## config.mk

```make
export PLATFORM = sky130hd
export DESIGN_NAME = sync_fifo_wr_arbiter
export DESIGN_NICKNAME = d
export VERILOG_FILES = /design/src/rtl/fifo_arb_pkg.sv /design/src/rtl/sync_fifo_wr_arbiter_rr_pick.sv /design/src/rtl/sync_fifo_wr_arbiter.sv
export SDC_FILE = /design/constraint.sdc
export NUM_CORES = 1
export LEC_CHECK = 0
export CORE_MARGIN = 3
export CORE_UTILIZATION = 33
export CTS_CLUSTER_DIAMETER = 40
export DETAILED_ROUTE_END_ITERATION = 8
export PLACE_DENSITY = 0.77
export SLEW_MARGIN = 0
export SYNTH_ARGS = -nofsm -noshare
export SYNTH_HDL_FRONTEND = slang
export SYNTH_SLANG_ARGS = --single-unit
```

## constraint.sdc

```tcl
create_clock -name clk_i -period 4.77 [get_ports clk_i]
set_input_delay 0.477 -clock clk_i [delete_from_list [all_inputs] [get_ports clk_i]]
set_output_delay 0.477 -clock clk_i [all_outputs]
set_load 0.01 [all_outputs]
```

## src/rtl/fifo_arb_pkg.sv

```systemverilog
// Shared types and sizing helpers for the FIFO write-port arbiter.
//   arb_state_t : arbiter FSM state (IDLE / GRANT)
//   BURST_W     : width of the per-grant burst counter
//   id_w()      : owner index width, max(1, clog2(n))
package fifo_arb_pkg;

  typedef enum logic {
    IDLE  = 1'b0,
    GRANT = 1'b1
  } arb_state_t;

  localparam int BURST_W = 4;

  function automatic int id_w(input int n);
    return (n < 2) ? 1 : $clog2(n);
  endfunction

endpackage

```

## src/rtl/sync_fifo_wr_arbiter_rr_pick.sv

```systemverilog
// rr_pick: combinational round-robin selector.
//   req        in  NUM_REQ  request vector
//   last_owner in  ID_W     previous owner; scan starts one above it
//   pick_valid out 1        any request present
//   pick_id    out ID_W     first requester at or after last_owner+1 (mod NUM_REQ)
module rr_pick
  import fifo_arb_pkg::*;
#(
  parameter  int NUM_REQ = 4,
  localparam int ID_W    = id_w(NUM_REQ)
) (
  input  logic [NUM_REQ-1:0] req,
  input  logic [ID_W-1:0]    last_owner,
  output logic               pick_valid,
  output logic [ID_W-1:0]    pick_id
);

  // Distance of requester j from the scan start; the previous owner ends
  // up at NUM_REQ-1, i.e. lowest priority but still eligible.
  function automatic int rr_dist(input int j, input int lo);
    return (j - lo - 1 + 2 * NUM_REQ) % NUM_REQ;
  endfunction

  int best_d;

  always_comb begin
    pick_valid = 1'b0;
    pick_id    = '0;
    best_d     = NUM_REQ;
    for (int j = 0; j < NUM_REQ; j++) begin
      if (req[j] && (rr_dist(j, int'(last_owner)) < best_d)) begin
        best_d     = rr_dist(j, int'(last_owner));
        pick_valid = 1'b1;
        pick_id    = ID_W'(j);
      end
    end
  end

endmodule

```

## src/rtl/sync_fifo_wr_arbiter.sv

```systemverilog
// sync_fifo_wr_arbiter: round-robin arbiter sharing one FIFO write port
// among NUM_REQ valid/ready producers, with a per-grant burst limit.
//   clk_i, rst_i   clock, synchronous active-high reset
//   req_valid_i    per-producer word available
//   req_data_i     producer k data at [k*DATA_W +: DATA_W]
//   req_ready_o    per-producer accept (one-hot or zero)
//   fifo_full_i    FIFO full; blocks transfers in the same cycle
//   fifo_wr_en_o   FIFO write enable (= transfer)
//   fifo_data_o    owner's data while granted, else 0
//   grant_valid_o  a producer owns the port
//   grant_id_o     owner index while granted, else 0
module sync_fifo_wr_arbiter
  import fifo_arb_pkg::*;
#(
  parameter  int NUM_REQ   = 4,
  parameter  int DATA_W    = 16,
  parameter  int MAX_BURST = 4,
  localparam int ID_W      = id_w(NUM_REQ)
) (
  input  logic                      clk_i,
  input  logic                      rst_i,
  input  logic [NUM_REQ-1:0]        req_valid_i,
  input  logic [NUM_REQ*DATA_W-1:0] req_data_i,
  output logic [NUM_REQ-1:0]        req_ready_o,
  input  logic                      fifo_full_i,
  output logic                      fifo_wr_en_o,
  output logic [DATA_W-1:0]         fifo_data_o,
  output logic                      grant_valid_o,
  output logic [ID_W-1:0]           grant_id_o
);

  arb_state_t               state, state_nx;
  logic [ID_W-1:0]          owner, owner_nx;
  logic [ID_W-1:0]          last_owner, last_owner_nx;
  logic [BURST_W-1:0]       burst_cnt, burst_cnt_nx;

  logic [NUM_REQ-1:0][DATA_W-1:0] req_data_a;
  logic                     granted, owner_vld, xfer, burst_last, rel;
  logic [ID_W-1:0]          pick_base, pick_id;
  logic                     pick_valid;

  assign req_data_a = req_data_i;

  assign granted    = (state == GRANT);
  assign owner_vld  = req_valid_i[owner];
  // Reset gates the transfer so an aborted burst never writes.
  assign xfer       = granted && owner_vld && !fifo_full_i && !rst_i;
  assign burst_last = (burst_cnt == BURST_W'(MAX_BURST - 1));
  // Full alone never releases: it blocks xfer but leaves owner_vld high.
  assign rel        = granted && ((xfer && burst_last) || !owner_vld);

  // On release the departing owner becomes the scan base in the same
  // cycle, so the handover re-arbitrates without a bubble.
  assign pick_base  = rel ? owner : last_owner;

  rr_pick #(.NUM_REQ(NUM_REQ)) u_pick (
    .req        (req_valid_i),
    .last_owner (pick_base),
    .pick_valid (pick_valid),
    .pick_id    (pick_id)
  );

  always_comb begin
    state_nx      = state;
    owner_nx      = owner;
    last_owner_nx = last_owner;
    burst_cnt_nx  = burst_cnt;
    case (state)
      IDLE: begin
        if (pick_valid) begin
          owner_nx     = pick_id;
          burst_cnt_nx = '0;
          state_nx     = GRANT;
        end
      end
      GRANT: begin
        if (xfer) burst_cnt_nx = burst_cnt + 1'b1;
        if (rel) begin
          last_owner_nx = owner;
          if (pick_valid) begin
            owner_nx     = pick_id;
            burst_cnt_nx = '0;
          end else begin
            state_nx     = IDLE;
          end
        end
      end
      default: state_nx = IDLE;
    endcase
  end

  always_ff @(posedge clk_i) begin
    if (rst_i) begin
      state      <= IDLE;
      owner      <= '0;
      last_owner <= ID_W'(NUM_REQ - 1);
      burst_cnt  <= '0;
    end else begin
      state      <= state_nx;
      owner      <= owner_nx;
      last_owner <= last_owner_nx;
      burst_cnt  <= burst_cnt_nx;
    end
  end

  always_comb begin
    req_ready_o = '0;
    fifo_data_o = '0;
    if (granted && !rst_i) begin
      req_ready_o[owner] = owner_vld && !fifo_full_i;
      fifo_data_o        = req_data_a[owner];
    end
  end

  assign fifo_wr_en_o  = xfer;
  assign grant_valid_o = granted && !rst_i;
  assign grant_id_o    = (granted && !rst_i) ? owner : '0;

endmodule

```

Word-level counts from Yosys, hierarchy flattened. Index checks and enable logic that the tools add are counted.

Flip-flop bits (word level): 9. Output and inout bits: 24.

$add $sub $neg: 13. Order comparisons: 6. Equality and inequality tests: 3. Multiplexer cells: 31. Bitwise operators: 6. Reductions and logical operators: 20.

Operators by type and width (count): $add A32 B5 Y32 const B (4); $lt A3 B32 Y1 (3); $mux W32 (3); $sub A32 B2 Y32 const B (3); $bmux W16 S2 (1); $mux W16 (2); $mux W4 (5); $logic_and A1 B1 Y1 (12); $mux W2 (6); $mux W1 (9); $pmux W4 S2 (1); $reduce_or A2 Y1 (4); $sub A1 B2 Y3 const A (2); $sub A2 B2 Y3 const A (2); $add A4 B1 Y4 const B (1); $and A1 B1 Y1 (4); $and A4 B4 Y4 (1); $eq A4 B2 Y1 const B (1); $lt A3 B4 Y1 const B (1); $pmux W2 S2 (1); $sub A3 B2 Y4 const B (1); $logic_not A1 Y1 (3); $lt A2 B3 Y1 const B (1); $bmux W1 S2 (1); 7 further kinds (7).

Longest topological paths before layout.
Depth after elaboration: 29. Gate-level depth with buffers: 23. Gate-level depth less buffers: 23.

Modules after synthesis. From an unflattened synthesis, not the netlist that was laid out.

Cells, all modules: 141. Area, all modules: 1348.8 sq um.

Modules (own cells, without submodules): sync_fifo_wr_arbiter (times used 1, cells an instance 102, area an instance 1054.8 sq um); rr_pick (times used 1, cells an instance 39, area an instance 294.0 sq um).

Worst setup path after synthesis. No wires, ideal clock.

Path type: register -> register. From: reg burst_cnt[0]. To: reg owner[0]. Data arrival time: 4.814 ns. Setup slack: -0.166 ns. Stages on the path, launching flop included: 21. Cell sequence: dfxtp_1 > ha_1 > or4b_4 > o21ai_1 > nand2_1 > mux2i_1 > inv_1 > ha_1 > a221oi_1 > o211ai_1 > a21oi_1 > nor2_1 > ha_1 > o311ai_0 > nand3_1 > o21ai_0 > o31ai_1 > ha_1 > o2111ai_1 > o311a_1 > a311o_1.

Word-level cells in the longest chain between the ends: 25. Elaborated cells on any way between the ends: 47. Those cells by class: 12 x add/sub; 4 x order compare; 2 x eq/ne; 14 x mux; 4 x bitwise; 11 x reduce/logical.

Ends and longest elaborated chain: start, declared (line sync_fifo_wr_arbiter.sv:35) `logic [BURST_W-1:0] burst_cnt, burst_cnt_nx;`; start signal, assigned (line sync_fifo_wr_arbiter.sv:102) `burst_cnt <= burst_cnt_nx;`; $eq A4 B2 Y1 (*) (line sync_fifo_wr_arbiter.sv:48) `assign burst_last = (burst_cnt == BURST_W'(MAX_BURST - 1));`; $logic_and A1 B1 Y1 (*) (line sync_fifo_wr_arbiter.sv:50) `assign rel = granted && ((xfer && burst_last) || !owner_vld);`; $logic_or A1 B1 Y1 (*) (line sync_fifo_wr_arbiter.sv:50); $logic_and A1 B1 Y1 (*) (line sync_fifo_wr_arbiter.sv:50); $mux W2 (*); named net pick_base[1] (line sync_fifo_wr_arbiter.sv:39) `logic [ID_W-1:0] pick_base, pick_id;`; $sub A1 B2 Y3 (line sync_fifo_wr_arbiter_rr_pick.sv:21) `return (j - lo - 1 + 2 * NUM_REQ) % NUM_REQ;`; $sub A3 B2 Y4 (line sync_fifo_wr_arbiter_rr_pick.sv:21); [10 not listed]; $logic_and A1 B1 Y1 (line sync_fifo_wr_arbiter_rr_pick.sv:31) `if (req[j] && (rr_dist(j, int'(last_owner)) < best_d)) begin`; $mux W32 (line sync_fifo_wr_arbiter_rr_pick.sv:31); $lt A3 B32 Y1 (line sync_fifo_wr_arbiter_rr_pick.sv:31); $logic_and A1 B1 Y1 (line sync_fifo_wr_arbiter_rr_pick.sv:31); $mux W2 / $mux W1 (equally long branches) (line sync_fifo_wr_arbiter_rr_pick.sv:31); $mux W2 (*) (line sync_fifo_wr_arbiter.sv:70, sync_fifo_wr_arbiter.sv:80); $mux W2 (line sync_fifo_wr_arbiter.sv:78) `if (rel) begin`; $pmux W2 S2 (*) (line sync_fifo_wr_arbiter.sv:68) `case (state)`; end signal, assigned (line sync_fifo_wr_arbiter.sv:100) `owner <= owner_nx;`; end, declared (line sync_fifo_wr_arbiter.sv:33) `logic [ID_W-1:0] owner, owner_nx;`.

Mark *: on every way through the listed nets, which the timed path passes. The rest lies on a longest branch. The select of a mux whose other input is x is not followed. A chain may end at the register's enable or synchronous reset.

Worst setup path after layout.
From: reg burst_cnt[1]. To: reg owner[0].

The elaborated chain is that of the path after synthesis.

==> impl_metrics.py <==
metrics = {
    "worst_setup_path": {
        "arrival_ns": 4.98,
        "critical-path-top-delay-family": "compound AO/OA/AOI/OAI gates",
        "crit_top_cell": "ha_4",
        "cp.buffers_inverters": 2,
        "worst_setup_path_start_kind": "flip-flop",
        "cpPeakStageDelay_ns": 0.49,
        "cp_cell_sequence": "ha_4, or4b_4, buf_4, o22a_2, and3_4, inv_1, ha_4, a221oi_2, o211ai_1, a21oi_1, nor2_1, ha_2, nor4_2, o21ai_1, o21ai_2, o31ai_1, ha_1, o2111ai_2, o311a_1, a311o_1",
        "crit_path_max_fanout": 3,
        "cp_data_required_time_ns": 4.89,
        "critPathKind": "flip-flop to flip-flop",
        "slowest_stage": "or4b_4",
        "cp-end-kind": "flip-flop",
    },
    "place": {
        "pre_cts_ws_ns": -0.597,
        "dp_hpwl_mm": 4.52,
        "place_area_um2": 2610,
        "numPortBuffers": 94,
        "place_inst": 327,
        "place_congestion": 0.918,
    },
    "cells_and_area": {
        "drive_gt1_frac": 0.331,
        "fillers": 299,
        "stdcell_area_um2": 2930,
        "area_growth_pct": 104,
        "stdcell_count": 355,
        "final_nets": 386,
        "diodes": 0,
        "final_util": 0.713,
    },
    "yosys": {
        "synthTopCellsByArea": "mux4_2, dfxtp_1, ha_1",
        "ys_top_cells_by_count": "and2_1, mux4_2, nand2_1",
        "async_flop_share": 0,
        "synth_area_um2": 1440,
        "synth_edf_count": 0,
        "yosys_register_bits": 9,
        "synth_area_per_cell_um2": 8.88,
        "synthCells": 162,
        "yosysSeqAreaShare": 0.125,
        "netlist.area_leader.share": 0.266,
        "synthFlopType": "dfxtp_1",
        "ys_warn_count": 0,
        "ys_types": 49,
        "synth_top_area_cell": "mux4_2",
    },
    "drt": {
        "drc": 0,
        "wl_per_cell_um": 17.6,
        "drtIter0Drc": 64,
        "vias": 1946,
        "ant_nets": 0,
        "first_pass_iters": 4,
        "vias_per_cell": 5.48,
        "wl_mm": 6.26,
    },
    "sta": {
        "maxSlewHeadroom": 0.661,
        "max_slew.worst_pin.slew_ns": 0.504,
        "setup_viol": 1,
        "period_needed_ns": 4.86,
        "final-max-slew-violation-count": 0,
        "finalCritPeriodShare": 1.02,
        "max_freq_mhz": 206,
        "clock_skew_ns": 0.00543,
        "hold_violations": 0,
        "setup_ws_ns": -0.0878,
        "rsz0062_at_grt": "yes",
    },
    "global_route": {
        "first_global_vias": 1922,
        "grt_first_pass_wirelength_mm": 9.29,
        "grt_max_degree": 23,
        "antenna_found_initial": 0,
        "grt-ovfl-total": 0,
        "grt.total_usage": 0.223,
    },
    "floorplan": {
        "num_rows": 23,
        "start_util": 0.350,
        "coreArea_um2": 4120,
        "io_pins": 95,
        "die_height_um": 72.0,
        "die_area_um2": 5190,
        "die_w_um": 72.0,
    },
    "run": {
        "cap_violations": 0,
    },
    "cts": {
        "cts_max_path_buffers": 2,
        "cts_tree": "built",
        "cts_hold_buf": 0,
        "clk_latency_ns": 0.24,
        "cts_htree_levels": 1,
        "clk_root_buffer_cell": "clkbuf_8",
        "path_clk_slew_ns": 0.05,
        "cts_sinks": 9,
        "numCtsBuffers": 3,
    },
    "power_and_ir_drop": {
        "leakagePower_nw": 1.21,
        "totalPowerFinal_w": 0.00102,
        "power_density_nw_per_um2": 349,
        "ir_worst_vdd_uv": 174,
    },
    "outcome": {
        "status": "finished with violations",
        "violations": "setup timing",
    },
    "min_path": {
        "worstHoldPathType": "flip-flop to flip-flop",
    },
}
report_power, final:
part	switching, W	total [W]	internal [W]
logic	0.000361	0.000831	0.000471
registers	0.0000142	0.000102	0.0000879
clock network	0.0000325	0.0000896	0.0000571
total	0.000407	0.00102	0.000616
sequential cells by signal (all words and copies together), names as in the netlist:
register	flops
burst_cnt	4
granted	1
owner	2
last_owner	2
worst reg2reg max path, cell delays in order (launching register included):
cell,delay [ns]
dfxtp_2,0.35
ha_4,0.14
or4b_4,0.49
buf_4,0.16
o22a_2,0.19
and3_4,0.15
inv_1,0.11
ha_4,0.23
a221oi_2,0.33
o211ai_1,0.20
a21oi_1,0.32
nor2_1,0.09
ha_2,0.27
nor4_2,0.32
o21ai_1,0.15
o21ai_2,0.10
o31ai_1,0.10
ha_1,0.31
o2111ai_2,0.10
o311a_1,0.35
a311o_1,0.26
cell type report:
cell class	instances	area, um^2	area share
timing repair buffer	145	1330	0.453
inverter	9	33.8	0.0115
multi-input combinational	138	1280	0.436
clock buffer	3	41.3	0.0141
clock inverter	1	5.00	0.00171
tap	50	62.6	0.0213
sequential	9	183	0.0623
final timing paths:
path	from	to	slack, ns	cells past startpoint
max reg2reg	burst_cnt[1]	owner[0]	-0.09	20
min reg2reg	burst_cnt[3]	burst_cnt[3]	0.56	2
min	burst_cnt[3]	burst_cnt[3]	0.56	2
max	burst_cnt[1]	owner[0]	-0.09	20
cell usage in the layout, fill, tap and decap left out, types with 4 or more instances in the layout:
cell type         n
and2_1           17
nand2b_1          4
buf_4            51
nor3_1            4
dlymetal6s2s_1    4
inv_1             8
dfxtp_1           7
conb_1            4
nor2_1            9
o21ai_0           4
mux4_2           17
nand2_1          17
ha_1              6
clkdlybuf4s50_1  89
a21oi_1           7
routing by layer:
metal / GRT usage / vias up / share of wire
met1: 0.248 / 914 / 0.39
met5: 0 / - / 0
li1: - / 903 / -
met4: 0.0501 / 0 / 0.019
met3: 0.0512 / 18 / 0.068
met2: 0.429 / 111 / 0.53
through the flow:
stage | hold WS [ns] | setup TNS [ns]
after floorplan | 0.503 | 0
after global routing | 0.621 | -0.431
final | 0.560 | -0.0878
after detailed placement | 0.552 | -1.04
after CTS | 0.558 | 0
after global placement | 0.553 | -0.716
cells by family after synthesis:
group                      count (synthesis)  synth area share
AOI/OAI and AO/OA                         32             0.158
buffers and inverters                     17            0.0574
DFF                                        9             0.125
xor gates and xnor gates                   2            0.0122
other                                      2           0.00522
muxes                                     20             0.288
adders and majority gates                  9            0.0783
and+or+nand+nor                           71             0.276
timing repair:
action,CTS,global route
pin swaps,10,17
resized for setup,13,14
setup buffers,20,4
endpoints found under the setup margin,2,2
(Power assumes the default switching activity.)
